<file path="src/rtl/pc_fetch_unit.sv">
// pc_fetch_unit: program counter and fetch-request stage for Miniscule.
// Holds the PC, requests instruction words, and applies branch/jump redirects.
// Redirects that arrive while the PC cannot advance are held in a pending register.
// Optional build macro: PC_ALIGN_CHECK_EN. When it is defined, an odd jump target is refused.
// The PC then advances sequentially and align_err is set (sticky).
// When it is not defined, bit 0 of the jump target is dropped and align_err reads 0.
//
// Fetch handshake:
//   imem_req is high in FETCH, and comes from the registered state only.
//   A word is accepted on any edge where imem_req=1 and imem_ack=1.
//   If stall is also high, the PC is held and the stage parks in HOLD.
//   HOLD releases, and the PC advances, on the first edge with stall=0.
module pc_fetch_unit #(
   parameter int                  PC_WIDTH = 16,
   parameter logic [PC_WIDTH-1:0] RESET_PC = '0
) (
   input  logic                clk,
   input  logic                reset_n,
   input  logic [PC_WIDTH-1:0] branch_offset,
   input  logic                branch_taken,
   input  logic                jump_en,
   input  logic [PC_WIDTH-1:0] jump_target,
   input  logic                stall,
   input  logic                imem_ack,
   output logic                imem_req,
   output logic [PC_WIDTH-1:0] pc,
   output logic [PC_WIDTH-1:0] pc_plus2,
   output logic                advance,
   output logic                flush,
   output logic                align_err
);

   typedef enum logic [1:0] {
      S_BOOT  = 2'd0,
      S_FETCH = 2'd1,
      S_HOLD  = 2'd2
   } state_t;

   localparam logic [PC_WIDTH-1:0] C_TWO       = PC_WIDTH'(2);
   localparam logic [PC_WIDTH-1:0] C_LSB       = PC_WIDTH'(1);
   localparam logic [PC_WIDTH-1:0] C_RESET_PC2 = RESET_PC + C_TWO;

   state_t              r_state;
   state_t              w_state_nxt;
   logic [PC_WIDTH-1:0] r_pc;
   logic [PC_WIDTH-1:0] r_pc_plus2;
   logic                r_advance;
   logic                r_flush;
   logic                r_pend_vld;
   logic [PC_WIDTH-1:0] r_pend_tgt;
   logic                r_pend_bad;

   logic                w_adv;
   logic                w_req;
   logic [PC_WIDTH-1:0] w_jump_tgt;
   logic                w_jump_bad;
   logic [PC_WIDTH-1:0] w_br_tgt;
   logic                w_take_bad;
   logic [PC_WIDTH-1:0] w_pc_nxt;
   logic                w_redirect;
   logic [PC_WIDTH-1:0] w_cap_tgt;
   logic                w_cap_bad;

`ifdef PC_ALIGN_CHECK_EN
   logic                r_align_err;

   assign w_jump_tgt = jump_target;
   assign w_jump_bad = jump_target[0];
   assign align_err  = r_align_err;
`else
   // Bit 0 of the jump target is dropped, so every jump is taken.
   assign w_jump_tgt = jump_target & ~C_LSB;
   assign w_jump_bad = 1'b0;
   assign align_err  = 1'b0;
`endif

   // Branch target uses the pc_plus2 value that is current on this edge.
   assign w_br_tgt   = r_pc_plus2 + branch_offset;
   // A refused (misaligned) jump is the winning redirect source.
   assign w_take_bad = r_pend_vld ? r_pend_bad : (jump_en & w_jump_bad);
   // When both requests arrive on the same edge, the jump is the one captured.
   assign w_cap_tgt  = jump_en ? w_jump_tgt : w_br_tgt;
   assign w_cap_bad  = jump_en & w_jump_bad;

   assign imem_req = w_req;
   assign pc       = r_pc;
   assign pc_plus2 = r_pc_plus2;
   assign advance  = r_advance;
   assign flush    = r_flush;

   // FSM next state, advance event and fetch request
   always_comb begin
      w_state_nxt = r_state;
      w_adv       = 1'b0;
      w_req       = 1'b0;
      case (r_state)
         S_BOOT: w_state_nxt = S_FETCH;
         S_FETCH: begin
            w_req = 1'b1;
            if (imem_ack) begin
               if (stall) w_state_nxt = S_HOLD;
               else       w_adv       = 1'b1;
            end
         end
         S_HOLD: begin
            if (!stall) begin
               w_adv       = 1'b1;
               w_state_nxt = S_FETCH;
            end
         end
         default: w_state_nxt = S_BOOT;
      endcase
   end

   // Next PC: pending redirect, then jump, then branch, then sequential
   always_comb begin
      w_pc_nxt   = r_pc_plus2;
      w_redirect = 1'b0;
      if (!w_take_bad) begin
         if (r_pend_vld) begin
            w_pc_nxt   = r_pend_tgt;
            w_redirect = 1'b1;
         end else if (jump_en) begin
            w_pc_nxt   = w_jump_tgt;
            w_redirect = 1'b1;
         end else if (branch_taken) begin
            w_pc_nxt   = w_br_tgt;
            w_redirect = 1'b1;
         end
      end
   end

   // State, PC, status pulses and pending-redirect register
   always_ff @(posedge clk or negedge reset_n) begin
      if (!reset_n) begin
         r_state    <= S_BOOT;
         r_pc       <= RESET_PC;
         r_pc_plus2 <= C_RESET_PC2;
         r_advance  <= 1'b0;
         r_flush    <= 1'b0;
         r_pend_vld <= 1'b0;
         r_pend_tgt <= '0;
         r_pend_bad <= 1'b0;
      end else begin
         r_state   <= w_state_nxt;
         r_advance <= w_adv;
         r_flush   <= w_adv & w_redirect;
         if (w_adv) begin
            r_pc       <= w_pc_nxt;
            r_pc_plus2 <= w_pc_nxt + C_TWO;
            r_pend_vld <= 1'b0;
         end else if (jump_en || branch_taken) begin
            r_pend_vld <= 1'b1;
            r_pend_tgt <= w_cap_tgt;
            r_pend_bad <= w_cap_bad;
         end
      end
   end

`ifdef PC_ALIGN_CHECK_EN
   // Sticky flag: set when a misaligned jump is refused
   always_ff @(posedge clk or negedge reset_n) begin
      if (!reset_n) r_align_err <= 1'b0;
      else if (w_adv && w_take_bad) r_align_err <= 1'b1;
   end
`endif

endmodule
</file>
<file path="config.mk">
export PLATFORM = sky130hd
export DESIGN_NAME = pc_fetch_unit
export DESIGN_NICKNAME = d
export VERILOG_FILES = /design/src/rtl/pc_fetch_unit.sv
export SDC_FILE = /design/constraint.sdc
export NUM_CORES = 1
export LEC_CHECK = 0
export CAP_MARGIN = 20
export CORE_UTILIZATION = 57
export CTS_CLUSTER_DIAMETER = 60
export DETAILED_ROUTE_END_ITERATION = 8
export PLACE_DENSITY = 0.95
export SLEW_MARGIN = 0
export SYNTH_ARGS = -nofsm -noshare
export SYNTH_HDL_FRONTEND = slang
export SYNTH_SLANG_ARGS = --single-unit
</file>
<file path="constraint.sdc">
create_clock -name clk -period 5.37 [get_ports clk]
set_input_delay 1.611 -clock clk [delete_from_list [all_inputs] [get_ports clk]]
set_output_delay 1.611 -clock clk [all_outputs]
set_load 0.05 [all_outputs]
</file>
# ---- Word level (Yosys, flattened, before mapping)
# Cells that the tools add are included.
# W data, S select, Z words.
dict set report word_totals {
  ff_bits 53
  wordCells 38
  out_inout_bits 36
  inputBits 38
}
dict set report classes {
  reduce_logical 5
  eq_ne 5
  n_mux 17
  n_addsub 2
  bitwise 2
}
# operator count
set ops {}
lappend ops {{$mux W16} 4}
lappend ops {{$add A16 B16 Y16} 1}
lappend ops {{$add A16 B2 Y16 const B} 1}
lappend ops {{$mux W1} 8}
lappend ops {{$mux W2} 3}
lappend ops {{$ne A2 B2 Y1 const B} 3}
lappend ops {{$pmux W2 S3} 1}
lappend ops {{$reduce_and A3 Y1} 1}
lappend ops {{$eq A2 B1 Y1 const B} 1}
lappend ops {{$eq A2 B2 Y1 const B} 1}
lappend ops {{$logic_not A2 Y1} 1}
lappend ops {{$pmux W1 S2} 1}
lappend ops {{$reduce_and A2 Y1} 1}
lappend ops {{$reduce_bool A2 Y1} 1}
lappend ops {{$and A1 B1 Y1} 1}
lappend ops {{$logic_or A1 B1 Y1} 1}
lappend ops {{$not A1 Y1} 1}

# ---- Logic depth before layout (Yosys ltp)
# Gate-level depths: netlist (run 1).
dict set report depth {
  ltp_word 5
  depth_mapped 12
  mapped_depth_nobuf 12
}

# ---- Worst setup path after synthesis (run 1)
# Ideal clock, no wire load.
dict set report synth_timing {
  kind {input port to flip-flop}
  from {input branch_offset[0]}
  to {register r_pc_plus2[14] (netlist: pc_plus2[14])}
  setup_ns 0.079
  setup_slack_ns 0.824
  n_path_buf 0
  path_stages 10
  arrival_time_ns 4.467
  t_required_ns 5.291
  path_cell_list {ha_1 fa_1 a211o_2 a41o_4 xnor2_1 o32a_1 or3b_4 or4_4 nor3_2 mux2i_1}
}
dict set report synth_via {
  elab_chain_len 5
}
# element line
set synth_rtl {}
lappend synth_rtl {{from (decl)} 19} ;# input logic [PC_WIDTH-1:0] branch_offset,
lappend synth_rtl {{$add A16 B16 Y16} 78} ;# assign w_br_tgt = r_pc_plus2 + branch_offset;
lappend synth_rtl {{$mux W16} 126} ;# end else if (branch_taken) begin
lappend synth_rtl {{$mux W16} 123} ;# end else if (jump_en) begin
lappend synth_rtl {{$mux W16} 120} ;# if (r_pend_vld) begin
lappend synth_rtl {{$add A16 B2 Y16} 150} ;# r_pc_plus2 <= w_pc_nxt + C_TWO;
lappend synth_rtl {{to (signal assigned)} 150}
lappend synth_rtl {{to (decl)} 46} ;# logic [PC_WIDTH-1:0] r_pc_plus2;
# No other way between the ends.
# A chain may end at the register's enable or synchronous reset.

# ---- Worst setup path after layout (run 1)
# Ends and elaborated chain as after synthesis.

==> flow_metrics.env, run 1 <==
export IMPL_status="complete, no violations"
export IMPL_ant_nets=0
export IMPL_reg2reg_depth=10
export IMPL_drv_cap=0
export IMPL_ys_flop_type="dfrtp_1"
export IMPL_leakagePower_nw=2.033
export IMPL_first_global_vias=3723
export IMPL_slew_violations=0
export IMPL_cts_buffers=5
export IMPL_crit_start="branch_offset[0]"
export IMPL_viasPerCell=6.351
export IMPL_cp_arrival_ns=5.15
export IMPL_ioPinCount=74
export IMPL_cts_hold_buf=0
export IMPL_critPathLaunchType="primary input"
export IMPL_die_x_um=83.72
export IMPL_grt_use_total_pct=30.75
export IMPL_syn_to_final_growth_pct=22.65
export IMPL_syn_area_um2=3806
export IMPL_avgRoutedWirePerCell_um=17.80
export IMPL_drc_errors=0
export IMPL_rr_startpoint="pc[0]"
export IMPL_clk_pin_slew_ns=0.11
export IMPL_firstDrtPassIters=5
export IMPL_holdCritPathClass="flop to flop"
export IMPL_crit_fanout=4
export IMPL_wl_mm=10.59
export IMPL_cts_root_buf="clkbuf_8"
export IMPL_r2r_slack_ns=1.75
export IMPL_placementRows=29
export IMPL_drt_iter0_drc=345
export IMPL_die_area_um2=7008
export IMPL_postSynthAreaPerCell_um2=8.477
export IMPL_synth_area_mux_share_pct=3.254
export IMPL_synth_edf_count=0
export IMPL_finalSetupViolCount=0
export IMPL_grt_overflow=0
export IMPL_netlist_top_cells_area="dfrtp_1 34%, nand2_1 7.5%, ha_1 6.6%"
export IMPL_syn_inst=449
export IMPL_async_flop_share_pct=100.0
export IMPL_power_density_nw_per_um2=600.7
export IMPL_grt_max_degree=53
export IMPL_fin_skew_ns=0.01035
export IMPL_ir_drop_mv=0.3994
export IMPL_tightest_slew_ns=0.7030
export IMPL_ys_seq_elements=52
export IMPL_synth_simple_area_share_pct=21.01
export IMPL_hold_viol_final=0
export IMPL_reg2reg_to="pc_plus2[14]"
export IMPL_yosysTopAreaCellShare_pct=33.53
export IMPL_synth_xor_area_share_pct=4.832
export IMPL_nFillCells=463
export IMPL_post_cts_buffers=0
export IMPL_period_minus_slack_ns=4.909
export IMPL_clockBufferDepth=2
export IMPL_nets=576
export IMPL_fin_setup_tns_ns=0
export IMPL_synth_warnings=0
export IMPL_grt_pass1_wl_mm=17.28
export IMPL_clock_sinks=52
export IMPL_htreeDepth=2
export IMPL_core_area_um2=6386
export IMPL_synth_compound_area_share_pct=24.03
export IMPL_vias=3779
export IMPL_cp_endpoint="pc_plus2[14]"
export IMPL_synth_seq_area_share_pct=34.22
export IMPL_fin_crit_sh_pct=91.41
export IMPL_hold_ws_ns=0.4888
export IMPL_hpwlAfterDp_mm=7.807
export IMPL_synth_distinct_cells=85
export IMPL_clock_latency_ns=0.31
export IMPL_diodes=0
export IMPL_cts_tree="done"
export IMPL_critPathKind="primary input to flop"
export IMPL_drive_above_1_share_pct=10.42
export IMPL_fin_util_pct=73.10
export IMPL_synthAdderAreaFrac_pct=7.101
export IMPL_end_kind="flop"
export IMPL_gp_congestion=0.9053
export IMPL_critPathRequiredTime_ns=5.61
export IMPL_rsz0062_at_grt="no"
export IMPL_synthesis_nets=508
export IMPL_dieHeight_um=83.72
export IMPL_cts_resized=0
export IMPL_io_buffers=71
export IMPL_start_util_pct=59.60
export IMPL_clock_fmax_ghz=0.2037
export IMPL_max_slew_margin_rel_pct=52.52
export IMPL_synth_top_area_cell="dfrtp_1"
export IMPL_antenna_found_initial=0
export IMPL_synth_top_family_by_area="compound AO/OA/AOI/OAI gates"
worst min path at each step:
stage | cells after the start | endpoint | slack, ns | from
after global placement | 2 | r_pend_tgt[9] | 0.46 | r_pend_tgt[9]
after detailed placement | 2 | pc[5] | 0.46 | pc[5]
after CTS | 2 | pc[5] | 0.50 | pc[5]
after global routing | 2 | pc[11] | 0.53 | pc[11]
final | 2 | pc[11] | 0.49 | pc[11]
after floorplan | 2 | r_pend_tgt[1] | 0.45 | r_pend_tgt[1]
registers in the layout, summed over array words and instances (netlist names):
register and count:
r_pend_tgt 16, r_state 2, flush 1, pc 16
pc_plus2 15, r_pend_vld 1, advance 1
cell families (layout without fill, tap and decap cells):
| group | Yosys count | after routing |
|---|---|---|
| AOI/OAI and AO/OA | 134 | 134 |
| other | 1 | 1 |
| adders and majority gates | 21 | 21 |
| muxes | 12 | 12 |
| xor gates and xnor gates | 21 | 21 |
| and+or+nand+nor | 167 | 167 |
| DFF | 52 | 52 |
| buffers and inverters | 41 | 110 |
cell usage after synthesis (all sizes together), types with 8 or more instances:
| cell | instances |
|---|---|
| xnor2 | 16 |
| o21ai | 38 |
| a31oi | 9 |
| nor2 | 39 |
| clkbuf | 17 |
| nand2 | 77 |
| ha | 20 |
| dfrtp | 51 |
| inv | 14 |
| nor3 | 13 |
| a21oi | 37 |
| mux2i | 9 |
| buf | 9 |
| nand3 | 8 |
stage by stage:
stage,power (mW),instance area [um2],setup slack [ns],std cells
final,2.804,4668,0.4611,595
after global routing,2.978,4668,0.2656,595
after global placement,2.461,4578,0.2181,587
after floorplan,2.042,3806,0.8238,449
after detailed placement,2.542,4578,0.1765,587
after CTS,2.786,4668,0.5002,595
per-layer routing:
| layer | track usage [%] | wire [um] | vias to the layer above |
|---|---|---|---|
| met3 | 5.242 | 918 | 56 |
| met4 | 16.49 | 487 | 0 |
| met5 | 0 | 0 | - |
| met2 | 50.41 | 5049 | 263 |
| li1 | - | - | 1733 |
| met1 | 38.75 | 4135 | 1727 |
final cells by class:
| cell class | instances | area, um2 | area share [%] |
|---|---|---|---|
| clock buffers | 5 | 68.82 | 1.474 |
| inverters | 15 | 57.56 | 1.233 |
| multi-input cells | 356 | 2296 | 49.18 |
| well taps | 77 | 96.34 | 2.064 |
| clock inverters | 3 | 21.27 | 0.4556 |
| repair buffers | 87 | 825.8 | 17.69 |
| flip-flops and latches | 52 | 1303 | 27.90 |
power by group:
part	switching [mW]	total (mW)	leakage, nW	internal (mW)
combinational	1.17	1.87	1.34	0.699
clock	0.144	0.237	0.0445	0.0930
sequential	0.132	0.695	0.644	0.563
critical path: stages:
cell and delay (ns):
clkdlybuf4s50_1 0.41, ha_1 0.26, fa_1 0.43, a211o_2 0.35
a41o_4 0.29, xnor2_1 0.14, o32a_1 0.40, or3b_4 0.44
or4_4 0.46, nor3_2 0.16, mux2i_1 0.20
cell usage in the layout, fill, tap and decap left out, types with 3 or more instances in the layout:
master,netlist,layout
nor2_1,37,37
a31oi_1,8,8
nand3_1,7,7
o22ai_1,7,7
nor3_1,12,12
inv_1,13,13
o21ai_0,33,33
a21o_1,7,7
or3_1,3,3
dfrtp_1,51,51
mux2i_1,9,9
buf_4,2,16
o31ai_1,3,3
mux2_2,3,3
xor2_1,5,5
o21ai_1,3,3
clkdlybuf4s50_1,0,70
ha_1,20,20
clkbuf_8,3,5
a221oi_1,3,3
nand2_1,76,76
a21oi_1,37,37
xnor2_1,16,16
and3_1,4,4
Power figures use the tool's default switching activity.
==> run 2: changes to the inputs <==
Settings changed: CORE_MARGIN from default to 2.
==> run 2 against run 1 <==
Compared with the run above: die area up 4.8%; final area is 0.72% higher; non-clock buffer count up 1; routed wire length shrank 3.4%; highest routed layer unchanged; power barely moved; clock-buffer cell count is the same; clock power grew 3%; global-route usage is 2.0 points lower; register-to-register slack got worse by 0.03 ns.
==> flow_metrics.env, run 2 (synthesized netlist as in run 1, its figures left out) <==
export IMPL_fin_crit_sh_pct=91.90
export IMPL_vias=3661
export IMPL_diodes=0
export IMPL_critPathLaunchType="primary input"
export IMPL_end_kind="flop"
export IMPL_drt_iter0_drc=337
export IMPL_critical_path_depth=14
export IMPL_cts_resized=0
export IMPL_drv_cap=0
export IMPL_ant_nets=0
export IMPL_placed_cells=587
export IMPL_firstDrtPassIters=4
export IMPL_layout_commonest_cell="nand2_1"
export IMPL_clk_pin_slew_ns=0.11
export IMPL_critPathRequiredTime_ns=5.60
export IMPL_grt_pass1_wl_mm=16.99
export IMPL_drc_errors=0
export IMPL_die_area_um2=7347
export IMPL_cts_tree="done"
export IMPL_top_layer="met4"
export IMPL_grt_overflow=0
export IMPL_io_buffers=71
export IMPL_critPathKind="primary input to flop"
export IMPL_path_delay_family="compound AO/OA/AOI/OAI gates"
export IMPL_hold_viol_final=0
export IMPL_finalWorstSetupSlack_ns=0.4351
export IMPL_wl_met2_mm=4.941
export IMPL_ioPinCount=74
export IMPL_met1Wirelength_mm=4.309
export IMPL_crit_slowest_cell="fa_1"
export IMPL_dieHeight_um=85.72
export IMPL_core_area_um2=6386
export IMPL_clock_fmax_ghz=0.2026
export IMPL_holdCritPathClass="flop to flop"
export IMPL_gp_congestion=0.9638
export IMPL_drive_above_1_share_pct=10.60
export IMPL_tightest_slew_ns=0.6684
export IMPL_rsz0062_at_grt="no"
export IMPL_syn_to_final_growth_pct=23.54
export IMPL_power_density_nw_per_um2=596.8
export IMPL_finalSetupViolCount=0
export IMPL_path_cells="clkdlybuf4s50_1 > ha_1 > fa_1 > xnor2_1 > a211o_1 > a2bb2oi_4 > ha_1 > inv_1 > o31ai_1 > nand4bb_1 > nor3_1 > buf_4 > a31oi_1 > o31ai_1"
export IMPL_grt_use_total_pct=28.72
export IMPL_ir_drop_mv=0.4001
export IMPL_avgRoutedWirePerCell_um=17.17
export IMPL_die_x_um=85.72
export IMPL_slew_violations=0
export IMPL_leakagePower_nw=2.048
export IMPL_antenna_found_initial=0
export IMPL_status="complete, no violations"
export IMPL_cts_hold_buf=0
export IMPL_htreeDepth=2
export IMPL_grt_max_degree=53
export IMPL_fin_setup_tns_ns=0
export IMPL_nets=577
export IMPL_cts_buffers=5
export IMPL_final_cell_mix="76 x nand2_1, 70 x clkdlybuf4s50_1, 51 x dfrtp_1, 37 x nor2_1, 37 x a21oi_1"
export IMPL_fin_skew_ns=0.01070
export IMPL_worst_hold_path_num_cells=1
export IMPL_max_stage_delay_ns=0.43
export IMPL_reg2reg_depth=13
export IMPL_placementRows=29
export IMPL_period_minus_slack_ns=4.935
export IMPL_crit_buf_inv=3
export IMPL_wl_met3_um=684
export IMPL_hold_ws_ns=0.4904
export IMPL_fin_cells=596
export IMPL_clock_latency_ns=0.32
export IMPL_hpwlAfterDp_mm=7.512
export IMPL_first_global_vias=3686
export IMPL_post_cts_buffers=0
export IMPL_max_slew_margin_rel_pct=55.44
export IMPL_viasPerCell=6.143
export IMPL_crit_fanout=3
export IMPL_clockBufferDepth=2
export IMPL_dpl_worst_slack_ns=0.1564
export IMPL_cts_root_buf="clkbuf_8"
export IMPL_wl_mm=10.23
export IMPL_start_util_pct=59.60
export IMPL_clock_sinks=52
export IMPL_cp_arrival_ns=5.17
## run 2: cell count changes in the layout (fill, tap and decap cells not counted)
cell,delta
clkinv_2,-1
clkinv_4,+1
inv_8,+1
inv_6,-1
buf_16,+1
## run 2: where the power goes
part	switching (mW)	internal [mW]	total, mW
Clock	0.147	0.0961	0.243
Sequential	0.138	0.564	0.702
Combinational	1.16	0.703	1.86
Total	1.44	1.36	2.81
## run 2: layer usage
layer / track usage, % / up-vias
met5: 0 / -
met4: 10.68 / 0
met3: 5.679 / 27
met2: 48.37 / 145
met1: 36.72 / 1754
li1: - / 1735
## run 2: layout make-up
type,instances,area (um2)
repair buffers,88,853.3
well taps,77,96.34
clock inverters,3,27.53
fillers,453,1684
inverters,15,57.56
flip-flops and latches,52,1303
multi-input cells,356,2296
clock buffers,5,68.82
## run 2: final timing paths
check | start | to | slack [ns]
min in group asynchronous | reset_n | pc[2] | 1.41
min reg2reg | pc[12] | pc[12] | 0.49
min | pc[12] | pc[12] | 0.49
max reg2reg | pc[0] | pc_plus2[15] | 1.72
max in group asynchronous | reset_n | pc_plus2[9] | 3.52
max | branch_offset[0] | pc_plus2[15] | 0.44
## run 2: per-stage QoR
| step | area, um2 | utilization [%] | power, mW |
|---|---|---|---|
| finish | 4702 | 73.63 | 2.806 |
| global route | 4702 | 73.63 | 2.994 |
| CTS | 4674 | 73.20 | 2.775 |
| detailed placement | 4578 | 71.69 | 2.523 |
| global placement | 4578 | 71.69 | 2.452 |
| floorplan | 3806 | - | 2.042 |
